**src/rtl/datapath_run_monitor_pkg.sv**
```systemverilog
// Shared definitions for the datapath run monitor: state encoding and the
// signature fold step, kept here so benches and tools can reuse them.
package datapath_run_monitor_pkg;

  typedef enum logic [1:0] {
    ST_IDLE = 2'd0,
    ST_HOLD = 2'd1,
    ST_RUN  = 2'd2,
    ST_DONE = 2'd3
  } state_e;

  // Widest signature the fold helper supports.
  localparam int SIG_MAX_W = 64;

  // One signature step: rotate left by one within w bits, then XOR in data.
  function automatic logic [SIG_MAX_W-1:0] sig_step(
    input logic [SIG_MAX_W-1:0] sig,
    input logic [SIG_MAX_W-1:0] data,
    input int unsigned          w
  );
    logic [SIG_MAX_W-1:0] mask;
    mask = (w >= SIG_MAX_W) ? '1 : ((SIG_MAX_W'(1) << w) - SIG_MAX_W'(1));
    sig_step = (((sig << 1) | (sig >> (w - 1))) & mask) ^ (data & mask);
  endfunction

endpackage

```
**src/rtl/datapath_run_monitor_sat_counter.sv**
```systemverilog
// Saturating up-counter with synchronous clear and asynchronous reset.
// Clear has priority over increment; the count sticks at all-ones.
module datapath_run_monitor_sat_counter
  import datapath_run_monitor_pkg::*;
#(
  parameter int WIDTH = 8
) (
  input  logic             i_clk,
  input  logic             i_rst,
  input  logic             i_clr,
  input  logic             i_inc,
  output logic [WIDTH-1:0] o_count
);

  logic [WIDTH-1:0] r_count;

  // Count register: clear wins, increment stops at the maximum value.
  always_ff @(posedge i_clk or posedge i_rst) begin
    if (i_rst) begin
      r_count <= '0;
    end else if (i_clr) begin
      r_count <= '0;
    end else if (i_inc && (r_count != '1)) begin
      r_count <= r_count + WIDTH'(1);
    end
  end

  assign o_count = r_count;

endmodule

```
**src/rtl/datapath_run_monitor.sv**
```systemverilog
// Run controller/observer for the pipelined datapath. Holds the core in reset
// for RST_CYCLES after Start, lets it run, counts cycles and register writes,
// folds WriteData into a rotating-XOR signature and stops on PC halt or timeout.
//
// Handshake: Start is a level sampled only in IDLE or DONE; the run's results
// are valid when Done is 1 and stay held until the next accepted Start.
module datapath_run_monitor
  import datapath_run_monitor_pkg::*;
#(
  parameter int W           = 32,
  parameter int RST_CYCLES  = 2,
  parameter int HALT_CYCLES = 4,
  parameter int MAX_CYCLES  = 1024,
  parameter int CNT_W       = 16
) (
  input  logic             Clk,
  input  logic             Rst,
  input  logic             Start,
  input  logic [W-1:0]     PCAddResult,
  input  logic [W-1:0]     WriteData,
  input  logic [W-1:0]     ALUResult,
  input  logic             RegWrite,
  output logic             CoreRst,
  output logic             Running,
  output logic             Done,
  output logic             TimedOut,
  output logic [CNT_W-1:0] CycleCount,
  output logic [CNT_W-1:0] WriteCount,
  output logic [W-1:0]     Signature,
  output logic [W-1:0]     LastALU,
  output logic [1:0]       DbgState
);

  localparam int HOLD_W = $clog2(RST_CYCLES + 1);
  localparam int STAB_W = $clog2(HALT_CYCLES);
  localparam logic [CNT_W:0] MAX_L = (CNT_W + 1)'(MAX_CYCLES);

  state_e            r_state;
  state_e            w_state_nxt;
  logic              r_core_rst;
  logic              r_running;
  logic              r_done;
  logic              r_timed_out;
  logic              w_done_nxt;
  logic              w_to_nxt;
  logic [W-1:0]      r_sig;
  logic [W-1:0]      r_last_alu;
  logic [W-1:0]      r_prev_pc;
  logic              r_prev_valid;
  logic [W-1:0]      w_sig_next;
  logic              w_start_ok;
  logic              w_in_run;
  logic              w_in_hold;
  logic              w_pc_same;
  logic              w_halt;
  logic              w_timeout;
  logic              w_hold_last;
  logic [HOLD_W-1:0] w_hold_cnt;
  logic [STAB_W-1:0] w_stable;
  logic [CNT_W-1:0]  w_cycle_cnt;
  logic [CNT_W-1:0]  w_write_cnt;

  assign w_in_run    = (r_state == ST_RUN);
  assign w_in_hold   = (r_state == ST_HOLD);
  assign w_start_ok  = Start && ((r_state == ST_IDLE) || (r_state == ST_DONE));
  assign w_hold_last = (w_hold_cnt == HOLD_W'(RST_CYCLES - 1));
  // The first RUN cycle has no previous PC, so r_prev_valid gates the compare.
  assign w_pc_same   = r_prev_valid && (PCAddResult == r_prev_pc);
  assign w_halt      = w_in_run && w_pc_same && (w_stable == STAB_W'(HALT_CYCLES - 2));
  assign w_timeout   = w_in_run && (w_cycle_cnt != '1) &&
                       (({1'b0, w_cycle_cnt} + (CNT_W + 1)'(1)) == MAX_L);
  assign w_sig_next  = W'(sig_step(SIG_MAX_W'(r_sig), SIG_MAX_W'(WriteData), W));

  datapath_run_monitor_sat_counter #(.WIDTH(CNT_W)) u_cycle_cnt (
    .i_clk(Clk), .i_rst(Rst), .i_clr(w_start_ok), .i_inc(w_in_run), .o_count(w_cycle_cnt)
  );

  datapath_run_monitor_sat_counter #(.WIDTH(CNT_W)) u_write_cnt (
    .i_clk(Clk), .i_rst(Rst), .i_clr(w_start_ok), .i_inc(w_in_run && RegWrite),
    .o_count(w_write_cnt)
  );

  datapath_run_monitor_sat_counter #(.WIDTH(HOLD_W)) u_hold_cnt (
    .i_clk(Clk), .i_rst(Rst), .i_clr(!w_in_hold), .i_inc(w_in_hold), .o_count(w_hold_cnt)
  );

  datapath_run_monitor_sat_counter #(.WIDTH(STAB_W)) u_stable_cnt (
    .i_clk(Clk), .i_rst(Rst), .i_clr(!(w_in_run && w_pc_same)),
    .i_inc(w_in_run && w_pc_same), .o_count(w_stable)
  );

  // Next-state and next Done/TimedOut; halt takes priority over timeout.
  always_comb begin
    w_state_nxt = r_state;
    w_done_nxt  = r_done;
    w_to_nxt    = r_timed_out;
    case (r_state)
      ST_IDLE, ST_DONE: begin
        if (Start) begin
          w_state_nxt = ST_HOLD;
          w_done_nxt  = 1'b0;
          w_to_nxt    = 1'b0;
        end
      end
      ST_HOLD: begin
        if (w_hold_last) w_state_nxt = ST_RUN;
      end
      ST_RUN: begin
        if (w_halt) begin
          w_state_nxt = ST_DONE;
          w_done_nxt  = 1'b1;
          w_to_nxt    = 1'b0;
        end else if (w_timeout) begin
          w_state_nxt = ST_DONE;
          w_done_nxt  = 1'b1;
          w_to_nxt    = 1'b1;
        end
      end
      default: w_state_nxt = ST_IDLE;
    endcase
  end

  // State and control outputs, registered from the next state.
  always_ff @(posedge Clk or posedge Rst) begin
    if (Rst) begin
      r_state     <= ST_IDLE;
      r_core_rst  <= 1'b1;
      r_running   <= 1'b0;
      r_done      <= 1'b0;
      r_timed_out <= 1'b0;
    end else begin
      r_state     <= w_state_nxt;
      r_core_rst  <= (w_state_nxt != ST_RUN);
      r_running   <= (w_state_nxt == ST_RUN);
      r_done      <= w_done_nxt;
      r_timed_out <= w_to_nxt;
    end
  end

  // Observed data: signature, last ALU value and previous PC for halt detect.
  always_ff @(posedge Clk or posedge Rst) begin
    if (Rst) begin
      r_sig        <= '0;
      r_last_alu   <= '0;
      r_prev_pc    <= '0;
      r_prev_valid <= 1'b0;
    end else if (w_start_ok) begin
      r_sig        <= '0;
      r_last_alu   <= '0;
      r_prev_valid <= 1'b0;
    end else if (w_in_run) begin
      r_last_alu   <= ALUResult;
      r_prev_pc    <= PCAddResult;
      r_prev_valid <= 1'b1;
      if (RegWrite) r_sig <= w_sig_next;
    end else begin
      r_prev_valid <= 1'b0;
    end
  end

  assign CoreRst    = r_core_rst;
  assign Running    = r_running;
  assign Done       = r_done;
  assign TimedOut   = r_timed_out;
  assign CycleCount = w_cycle_cnt;
  assign WriteCount = w_write_cnt;
  assign Signature  = r_sig;
  assign LastALU    = r_last_alu;
  assign DbgState   = r_state;

endmodule

```
**config.mk**
```make
export PLATFORM = sky130hd
export DESIGN_NAME = datapath_run_monitor
export DESIGN_NICKNAME = d
export VERILOG_FILES = /design/src/rtl/datapath_run_monitor_pkg.sv /design/src/rtl/datapath_run_monitor_sat_counter.sv /design/src/rtl/datapath_run_monitor.sv
export SDC_FILE = /design/constraint.sdc
export NUM_CORES = 1
export LEC_CHECK = 0
export BUFFER_PORTS_ARGS = -buffer_cell sky130_fd_sc_hd__buf_2
export CAP_MARGIN = 30
export CORE_UTILIZATION = 40
export CTS_CLUSTER_SIZE = 24
export DETAILED_ROUTE_END_ITERATION = 7
export GPL_TIMING_DRIVEN = 0
export PLACE_DENSITY = 0.76
export SYNTH_ARGS = -nofsm -noshare
export SYNTH_HDL_FRONTEND = slang
export SYNTH_SLANG_ARGS = --single-unit
```
**constraint.sdc**
```tcl
create_clock -name Clk -period 3.9 [get_ports Clk]
set_input_delay 0.39 -clock Clk [delete_from_list [all_inputs] [get_ports Clk]]
set_output_delay 0.39 -clock Clk [all_outputs]
set_load 0.02 [all_outputs]
```
==> results_dict.tcl <==
set metrics [dict create \
    cp_top_family "buffers and inverters" \
    r2r_start "DbgState[0]" \
    cts_buffer_depth 2 \
    hp-class "primary input to asynchronous set/reset pin" \
    ys_types 53 \
    slew_violations 0 \
    critPathKind "flip-flop to flip-flop" \
    grt_use_total_pct 19.20 \
    grt_pass1_vias 5352 \
    drtIter0Drc 221 \
    slew_headroom_pct 41.43 \
    arrival_ns 2.94 \
    fmax_mhz 375.1 \
    syn_inst 609 \
    io_pins 202 \
    p_leak_nw 4.123 \
    tns_ns 0 \
    viasPerCell 4.995 \
    routabilityCongestion 0.7744 \
    htree_levels 4 \
    finalHoldViolCount 0 \
    synth-edff-count 0 \
    start_util_pct 40.80 \
    cts_tree "yes" \
    rows 47 \
    ff2ff_path_depth 7 \
    chipHeight_um 131.8 \
    dr.pass1.iters 5 \
    slowest_stage "clkbuf_1" \
    power_density_mw_per_mm2 464.7 \
    hold_buffers 0 \
    critPathBufInv 4 \
    overflow 0 \
    path_clk_slew_ns 0.06 \
    yosys.area.top_type "dfrtp_1" \
    setup_viol_count_final 0 \
    synth_flop_cell "dfrtp_1" \
    min_period_over_period_pct 68.35 \
    yosysSeqAreaShare_pct 51.61 \
    clockRootBuffer "clkbuf_16" \
    peakVddDrop_v 0.0002853 \
    rrSetupSlack_ns 1.23 \
    finalCriticalPeriod_ns 2.666 \
    die_area_mm2 0.01738 \
    clk_latency_ns 0.41 \
    worstSetupStartpoint "DbgState[0]" \
    grt_pass1_wl_mm 26.58 \
    grt_max_degree 35 \
    ant_nets 0 \
    final_layout_size_suffix_gt1_share_pct 34.08 \
    cp-end-kind "flip-flop" \
    dr_total_vias 5320 \
    synth_area_mm2 0.006741 \
    place_area_mm2 0.008107 \
    nets 941 \
    netlist_top_cells_area "dfrtp_1, xor2_1, nor2_1, xnor2_1, mux2_2" \
    grt_antenna_before_repair 1 \
    coreArea_mm2 0.01652 \
    max_stage_delay_ns 0.49 \
    worstMarginPinSlew_ns 0.8733 \
    antennaDiodeCount 0 \
    rsz0062_at_grt "no" \
    cp-start-kind "flip-flop" \
    die_w_um 131.8 \
    path_max_fanout 10 \
    hpwl_mm 11.74 \
    crit_chain "inv_1 > ha_1 > and2_1 > clkbuf_1 > clkbuf_1 > clkbuf_1 > nor2_1" \
    drc 0 \
    critical_path_required_ns 4.17 \
    nFillCells 1464 \
    status "complete, no violations" \
    ys_warn_count 0 \
    ctsResizeCount 0 \
    cts_setup_buffers 0 \
    syn_avg_cell_area_um2 11.07 \
    numCtsBuffers 17 \
    reg2reg_to "u_cycle_cnt.o_count[13]" \
    io_buffers 201 \
    path_common_cell "clkbuf_1" \
    area_growth_syn_to_layout_pct 28.97 \
    synthesis.nets 717 \
    async_flop_share_pct 100.0 \
    maxCapViolCount 0 \
    ys_seq_elements 139 \
    fin_area_mm2 0.008695 \
    routed_wirelength_mm 15.96 \
    yosys.area.top_type_share_pct 51.22 \
    clkSinkCount 139 \
    drt-wirelength-per-cell_um 14.98 \
    skew_ns 0.006761 \
]
[synthesized netlist by cell type (2+ instances only)]
master and count:
buf_1 10, and4_1 4, mux2_2 32, nor4_1 9, buf_6 2, inv_1 7, xnor2_1 43, o21ai_0 7
nor3_1 4, nand3_1 8, or3_1 3, a211oi_1 36, xor2_1 53, a41oi_1 2, dfrtp_1 138, a21boi_0 2
a21oi_1 8, clkbuf_1 17, nor2_1 105, o211ai_1 2, mux2i_1 34, nand2_1 16, ha_1 8, and3_1 6
buf_2 2, o22ai_1 2, and4_2 2, nand4_1 17, and2_1 5, or4_1 2
[cell usage in the layout, fill, tap and decap left out, types with 3 or more instances in the layout]
cell type,Yosys,layout
nand2_1,16,16
and2_1,5,5
clkbuf_8,1,4
and4_1,4,4
xnor2_1,43,43
o21ai_0,7,7
buf_1,10,10
buf_2,2,203
clkbuf_1,17,18
inv_1,7,6
mux2_2,32,32
nor4_1,9,9
buf_12,0,4
and3_1,6,6
ha_1,8,8
dfrtp_1,138,138
a211oi_1,36,36
nor2_1,105,105
nand4_1,17,17
clkinvlp_4,0,5
or3_1,3,3
nand3_1,8,8
mux2i_1,34,34
clkbuf_16,0,17
nor3_1,4,4
xor2_1,53,53
a21oi_1,8,8
[worst max-delay path by stage]
stage | end | depth (start not counted)
global placement | LastALU[8] | 2
CTS | u_cycle_cnt.o_count[4] | 7
finish | u_cycle_cnt.o_count[13] | 7
floorplan | Running | 7
global route | u_cycle_cnt.o_count[0] | 7
detailed placement | u_cycle_cnt.o_count[10] | 7
[sequential cells by signal, summed over array words and instances, names as in the netlist]
name and cells:
u_cycle_cnt.o_count 16, TimedOut 1, CoreRst 1, u_write_cnt.o_count 16, r_prev_valid 1, Running 1, r_prev_pc 32, u_hold_cnt.o_count 2
u_stable_cnt.o_count 2, Signature 32, Done 1, DbgState 2, LastALU 32
[cell families (layout without fill, tap and decap cells)]
| logic type | after synthesis | count (layout) | synth area share (%) |
|---|---|---|---|
| flops | 139 | 139 | 51.61 |
| buf+inv | 40 | 276 | 2.654 |
| xor+xnor | 96 | 96 | 12.47 |
| simple gates | 188 | 188 | 13.34 |
| compound gates | 72 | 72 | 8.036 |
| mux | 66 | 66 | 10.39 |
| fa+ha+maj | 8 | 8 | 1.485 |
[area by class of cell]
cell class                      instances  area (µm²)  area share (%)
Sequential cell                       139        3480           40.02
Timing Repair Buffer                  205        1086           12.49
Tap cell                              220       275.3           3.166
Buffer                                 33       152.6           1.756
Inverter                                7       30.03          0.3454
Clock inverter                         10       117.6           1.353
Clock buffer                           21       470.5           5.411
Multi-Input combinational cell        430        3083           35.46
[layer usage]
metal | part of all wire [%] | global-route usage (%)
met1 | 45 | 25.08
met2 | 47 | 30.39
met3 | 5.3 | 4.883
met4 | 2.3 | 7.881
met5 | 0.081 | 0
[power by group]
part	total [W]	switching, W	internal [W]
combinational	0.000713	0.000402	0.000311
sequential	0.00174	0.000147	0.00159
clock	0.00159	0.000601	0.000988
[stage by stage]
step                      hold slack [ns]  util [%]  power, W  setup WS, ns  cells
after floorplan                    0.5011         -  0.002197         1.581    609
after global placement             0.4968     48.57  0.002457        0.7973   1030
after detailed placement           0.4524     49.06  0.002483         1.123   1034
after CTS                         0.01015     52.62  0.004097         1.096   1065
after global routing              0.03157     52.62  0.004238        0.9495   1065
final                             0.01334     52.62  0.004040         1.234   1065
Power figures use the tool's default switching activity.
